===== src/rtl/garage_mem_pkg.sv =====
// Shared types and constants for the data-RAM port B arbiter.
//   portb_state_t : port B controller state (clear sweep, then serving requesters)
//   REQ_LOADER    : requester index of the host loader/debug port
//   REQ_DISPLAY   : requester index of the display scanner port
package garage_mem_pkg;

  typedef enum logic {ST_CLEAR, ST_SERVE} portb_state_t;

  localparam int unsigned REQ_LOADER  = 0;
  localparam int unsigned REQ_DISPLAY = 1;

endpackage


===== src/rtl/rr_arbiter2.sv =====
// Two-way round-robin arbiter with same-cycle (combinational) grant.
// Ports:
//   clk    : clock
//   resetN : synchronous active-low reset
//   en     : grants allowed; low forces gnt to zero and freezes rr_last
//   req    : request vector, bit i from requester i
//   gnt    : grant vector, one-hot or zero
module rr_arbiter2
  import garage_mem_pkg::*;
(
  input  logic       clk,
  input  logic       resetN,
  input  logic       en,
  input  logic [1:0] req,
  output logic [1:0] gnt
);

  // Index of the most recently granted requester; resets to the display so the
  // loader wins the first contended cycle.
  logic rr_last;

  always_comb begin
    gnt = 2'b00;
    if (en) begin
      if (req[REQ_LOADER] && (!req[REQ_DISPLAY] || rr_last)) begin
        gnt[REQ_LOADER] = 1'b1;
      end else if (req[REQ_DISPLAY]) begin
        gnt[REQ_DISPLAY] = 1'b1;
      end
    end
  end

  always_ff @(posedge clk) begin
    if (!resetN) begin
      rr_last <= 1'b1;
    end else if (gnt[REQ_LOADER]) begin
      rr_last <= 1'b0;
    end else if (gnt[REQ_DISPLAY]) begin
      rr_last <= 1'b1;
    end
  end

endmodule


===== src/rtl/ram_port_b_arbiter.sv =====
// Owner of port B of the dual-port data RAM. After reset it optionally zeroes
// the whole RAM, then shares port B round-robin between the host loader
// (read/write) and the display scanner (read only).
// Ports:
//   clk, resetN                   : clock, synchronous active-low reset
//   req0/we0/addr0/wdata0, gnt0   : loader request (held until gnt0) and grant
//   req1/addr1, gnt1              : display read request (held until gnt1) and grant
//   rdata, rvalid0, rvalid1       : shared read data, tagged per requester, 1 cycle after grant
//   clear_busy                    : high while the clear sweep runs
//   ram_address_b/data_b/wren_b   : to RAM port B
//   ram_q_b                       : from RAM port B, registered read
module ram_port_b_arbiter
  import garage_mem_pkg::*;
#(
  parameter int unsigned DATA_WIDTH         = 16,
  parameter int unsigned RAM_REGISTER_COUNT = 1024,
  parameter int unsigned CLEAR_ON_RESET     = 1,
  localparam int unsigned ADDR_WIDTH        = $clog2(RAM_REGISTER_COUNT)
) (
  input  logic                  clk,
  input  logic                  resetN,
  input  logic                  req0,
  input  logic                  we0,
  input  logic [ADDR_WIDTH-1:0] addr0,
  input  logic [DATA_WIDTH-1:0] wdata0,
  output logic                  gnt0,
  input  logic                  req1,
  input  logic [ADDR_WIDTH-1:0] addr1,
  output logic                  gnt1,
  output logic [DATA_WIDTH-1:0] rdata,
  output logic                  rvalid0,
  output logic                  rvalid1,
  output logic                  clear_busy,
  output logic [ADDR_WIDTH-1:0] ram_address_b,
  output logic [DATA_WIDTH-1:0] ram_data_b,
  output logic                  ram_wren_b,
  input  logic [DATA_WIDTH-1:0] ram_q_b
);

  localparam logic [ADDR_WIDTH-1:0] CLR_LAST    = ADDR_WIDTH'(RAM_REGISTER_COUNT - 1);
  localparam portb_state_t          RESET_STATE = (CLEAR_ON_RESET != 0) ? ST_CLEAR : ST_SERVE;

  portb_state_t          state;
  logic [ADDR_WIDTH-1:0] clr_cnt;
  logic [ADDR_WIDTH-1:0] addr_hold;
  logic [1:0]            gnt;
  logic                  arb_en;

  // Gating with resetN keeps grants and writes off during the reset cycle itself.
  assign arb_en     = resetN && (state == ST_SERVE);
  assign clear_busy = resetN && (state == ST_CLEAR);

  rr_arbiter2 u_arb (
    .clk    (clk),
    .resetN (resetN),
    .en     (arb_en),
    .req    ({req1, req0}),
    .gnt    (gnt)
  );

  assign gnt0  = gnt[REQ_LOADER];
  assign gnt1  = gnt[REQ_DISPLAY];
  assign rdata = ram_q_b;

  // Port B mux; the address holds its last driven value when idle.
  always_comb begin
    ram_address_b = addr_hold;
    ram_data_b    = '0;
    ram_wren_b    = 1'b0;
    if (clear_busy) begin
      ram_address_b = clr_cnt;
      ram_wren_b    = 1'b1;
    end else if (gnt0) begin
      ram_address_b = addr0;
      ram_data_b    = wdata0;
      ram_wren_b    = we0;
    end else if (gnt1) begin
      ram_address_b = addr1;
    end
  end

  always_ff @(posedge clk) begin
    if (!resetN) begin
      state     <= RESET_STATE;
      clr_cnt   <= '0;
      addr_hold <= '0;
      rvalid0   <= 1'b0;
      rvalid1   <= 1'b0;
    end else begin
      addr_hold <= ram_address_b;
      rvalid0   <= gnt0 && !we0;
      rvalid1   <= gnt1;
      unique case (state)
        ST_CLEAR: begin
          // Last address is written this cycle; counter stops rather than wraps.
          if (clr_cnt == CLR_LAST) begin
            state <= ST_SERVE;
          end else begin
            clr_cnt <= clr_cnt + ADDR_WIDTH'(1);
          end
        end
        ST_SERVE: state <= ST_SERVE;
        default:  state <= RESET_STATE;
      endcase
    end
  end

endmodule


===== config.mk =====
export PLATFORM = sky130hd
export DESIGN_NAME = ram_port_b_arbiter
export DESIGN_NICKNAME = d
export VERILOG_FILES = /design/src/rtl/garage_mem_pkg.sv /design/src/rtl/rr_arbiter2.sv /design/src/rtl/ram_port_b_arbiter.sv
export SDC_FILE = /design/constraint.sdc
export NUM_CORES = 1
export LEC_CHECK = 0
export ABC_AREA = 1
export CAP_MARGIN = 20
export CORE_UTILIZATION = 38
export DETAILED_ROUTE_END_ITERATION = 7
export MAX_ROUTING_LAYER = met4
export PLACE_DENSITY = 0.85
export SKIP_CTS_REPAIR_TIMING = 1
export SLEW_MARGIN = 0
export SYNTH_ARGS = -nofsm -noshare
export SYNTH_HDL_FRONTEND = slang
export SYNTH_SLANG_ARGS = --single-unit
export TNS_END_PERCENT = 5

===== constraint.sdc =====
create_clock -name clk -period 2.7 [get_ports clk]
set_clock_uncertainty 0.05 [all_clocks]
set_input_delay 0.54 -clock clk [delete_from_list [all_inputs] [get_ports clk]]
set_output_delay 0.54 -clock clk [all_outputs]
set_load 0.05 [all_outputs]

Word level (Yosys, flattened, before mapping)
Index checks and enable logic that the tools add are counted.
Storage, ports and cells
  bits in registers: 24
  input bits: 57
  output and inout bits: 48
  logic and storage cells: 34
Operators by class
  $add $sub $neg: 1
  equality and inequality tests: 1
  multiplexer cells: 15
  bitwise gates (word level): 2
  reduce and logical (&&, ||, !) cells: 9
Operators with widths (number)
  $mux W16: 2
  $mux W10: 3
  $add A10 B1 Y10 const B: 1
  $eq A10 B10 Y1 const B: 1
  $mux W1: 8
  $logic_and A1 B1 Y1: 4
  $logic_not A1 Y1: 2
  $mux W2: 1
  $not A1 Y1: 2
  $pmux W1 S2: 1
  $reduce_and A2 Y1: 1
  $reduce_bool A2 Y1: 1
  $logic_or A1 B1 Y1: 1

Logic depth before layout (Yosys ltp)
  depth after elaboration: 8
  gate-level depth with buffers: 9
  gate-level depth less buffers: 8

Hierarchy
From an unflattened synthesis, not the netlist that was laid out.
Second synthesis, totals
  cells, all modules: 259
  area, all modules: 1605.3 um^2
By module, submodules not included
  ram_port_b_arbiter: instances 1, cells each 249, area an instance 1541.5 um^2, seq. area each 460.4 um^2
  rr_arbiter2: instances 1, cells each 10, area an instance 63.8 um^2, seq. area each 20.0 um^2

Worst setup path before layout
No wires, ideal clock.
  kind: input to output
  start: input resetN
  end: output ram_data_b[10]
  data arrival time: 1892 ps
  path slack: 218 ps
  stages: 5
  buffers on the path: 3
  cells stage by stage: buf_4 nand4_2 buf_2 buf_2 nor2_1
Between the ends
  word-level cells in the longest chain between the ends: 4
Ends and longest elaborated chain
  from (decl): line ram_port_b_arbiter.sv:21  | input logic resetN,
  $logic_and A1 B1 Y1: line ram_port_b_arbiter.sv:50  | assign arb_en = resetN && (state == ST_SERVE);
  $mux W2: line rr_arbiter2.sv:24  | if (en) begin
  $mux W16: line ram_port_b_arbiter.sv:73  | end else if (gnt0) begin
  $mux W16 *: line ram_port_b_arbiter.sv:70  | if (clear_busy) begin
  to (decl): line ram_port_b_arbiter.sv:35  | output logic [DATA_WIDTH-1:0] ram_data_b,
Every way passes the cells marked *; elsewhere a longest branch is shown, timed or not.

Worst setup path after layout
  start: input resetN
  end: output ram_address_b[4]
Between the ends
  word-level cells in the longest chain between the ends: 5
Ends and longest elaborated chain
  $logic_and A1 B1 Y1: line ram_port_b_arbiter.sv:50
  $mux W2: line rr_arbiter2.sv:24
  $mux W10: line ram_port_b_arbiter.sv:77  | end else if (gnt1) begin
  $mux W10: line ram_port_b_arbiter.sv:73
  $mux W10 *: line ram_port_b_arbiter.sv:70
  to (decl): line ram_port_b_arbiter.sv:34  | output logic [ADDR_WIDTH-1:0] ram_address_b,
Marked as above.

==> flow_summary.ini <==
[cells_and_area]
synthToLayoutAreaGrowth_pct = 68.6
instances_no_fill = 366
multi_input_area_um2 = 757
postLayoutCoreUtil_pct = 68.9
ff_latch_area_um2 = 480
mostFrequentLayoutCells = nand2_1 (63), inv_1 (43), clkdlybuf4s50_1 (42)
n_antenna_cell = 0
fin_nets = 378
drive_gt1_share_pct = 15.4
nFillCells = 273
mostFrequentLayoutCell = nand2_1

[clocking]
cts_inserted_buffers = 3
clk_pin_slew_ns = 0.08
root_buffer = clkbuf_8
cts_buffer_depth = 2
htree_levels = 1
cts_sinks = 24
clkLatencyLatePin_ns = 0.27
cts_tree = built

[sta]
period_needed_ns = 2.65
hold_violations = 0
worst_pin_slew_ns = 0.502
finalCritPeriodShare_pct = 98.0
setup_ws_ns = 0.0549
drv_slew = 0
slew_headroom_pct = 66.4
timing.hold.ws_ns = 0.465
finalSetupViolations = 0
max_freq_mhz = 378

[outcome]
status = complete, no violations

[detailed_routing]
ant_nets = 0
drc = 0
drt_iter0_drc = 82
wl_um = 4700
dr.pass1.iters = 4
wl_per_cell_um = 12.8
dr_total_vias = 1774
drt-vias-per-instance = 4.85

[power_and_ir_drop]
peakVddDrop_uv = 301
cellLeakagePower_nw = 1.27
finalPower_w = 0.000728
power.density_nw_per_um2 = 278

[min_path]
hp-class = reg2reg
min_path_cells = 2

[setup_path]
ff2ff_path_depth = 8
arrival_ns = 2.06
crit_path_end = ram_address_b[4]
r2r-start = clr_cnt[1]
crit_required_ns = 2.11
reg2reg_setup_slack_ns = 1.02
crit_path_end_kind = primary output
rr_endpoint = clr_cnt[4]
timing.critical_path.from = resetN
cp-start-kind = input port
crit_fanout = 13
critical_path_class = in2out

[run]
drv_cap = 0

[place]
place_ws_ns = 0.00410
port_buffers = 72
hpwl_um = 3650
dp.cells = 363
gp_congestion = 0.873

[synthesis]
synth_cell_types = 17
ys_warn_count = 0
synthesis.area_um2 = 1550
ys_seq_area_share_pct = 31.0
synth_seq_cells = 24
syn_inst = 258
syn-num-nets = 316
syn_area_per_cell_um2 = 6.01

[global_routing]
grt_max_degree = 24
track_usage_pct = 21.9
grt_pass1_vias = 1711
antenna_found_initial = 0
overflow = 0
grt_pass1_wl_um = 7070

[die]
rows = 22
coreArea_um2 = 3800
num_io_pins = 105
dieArea_um2 = 4340
initial_core_util_pct = 40.8
fp.dieW_um = 65.9
die_h_um = 65.9
-- critical path, stage by stage --
cell and delay, ns:
clkdlybuf4s50_1 0.48, buf_4 0.18, inv_1 0.06, nor2_1 0.13, buf_4 0.23, a21oi_1 0.06, nand2_1 0.09, nand2_1 0.10
buf_12 0.16
-- layer usage --
layer	track usage, %	vias up	wire (µm)
li1	-	897	-
met1	20.1	780	1820
met2	41.2	81	2350
met3	5.17	16	416
met4	11.7	0	111
met5	-	-	0
-- cells in the mapped netlist --
master	count	area [µm²]
nand2_1	65	244
inv_1	43	161
nor2_1	34	128
a21oi_1	26	130
nand3_1	25	125
dfxtp_1	24	480
buf_4	17	128
buf_2	7	35.0
o21ai_0	5	25.0
nand4_1	3	18.8
clkbuf_1	2	7.51
xnor2_1	2	17.5
a31oi_1	1	6.26
ha_1	1	12.5
nand2_4	1	11.3
nand4_2	1	12.5
xor2_1	1	8.76
-- flip-flops by register name, summed over array words and instances, names as in the netlist --
| name | cells |
|---|---|
| addr_hold | 10 |
| rvalid1 | 1 |
| rvalid0 | 1 |
| clr_cnt | 10 |
| u_arb.rr_last | 1 |
| state | 1 |
-- report_power, final --
group / switching [W] / internal (W)
clock: 0.000112 / 0.000100
combinational: 0.0000643 / 0.0000867
sequential: 0.00000526 / 0.000359
-- per-stage QoR --
stage,instance area [µm²],TNS [ns]
2_1_floorplan,1550,0
3_3_place_gp,2560,0
3_5_place_dp,2560,0
4_1_cts,2600,0
5_1_grt,2620,-0.00315
6_report,2620,0
-- cell type report --
cell class	instances	area share (%)
clock buffer	3	1.58
multi-input combinational	165	28.9
timing repair buffer	83	42.7
sequential	24	18.4
inverter	43	6.17
tap	48	2.30
-- how the worst min path moves through the flow --
stage	from	end
2_1_floorplan	u_arb.rr_last	u_arb.rr_last
3_3_place_gp	u_arb.rr_last	u_arb.rr_last
3_5_place_dp	u_arb.rr_last	u_arb.rr_last
4_1_cts	u_arb.rr_last	u_arb.rr_last
5_1_grt	u_arb.rr_last	u_arb.rr_last
6_report	u_arb.rr_last	u_arb.rr_last
-- cells by family after synthesis --
kind of cell             count (synthesis)  share of synthesized area (%)
AND/OR/NAND/NOR                        129                           34.8
AO/OA/AOI/OAI                           32                           10.4
XOR/XNOR                                 3                           1.69
adder cells (fa/ha/maj)                  1                          0.806
flip-flops                              24                           31.0
buffers and inverters                   69                           21.4
(Power assumes the default switching activity.)
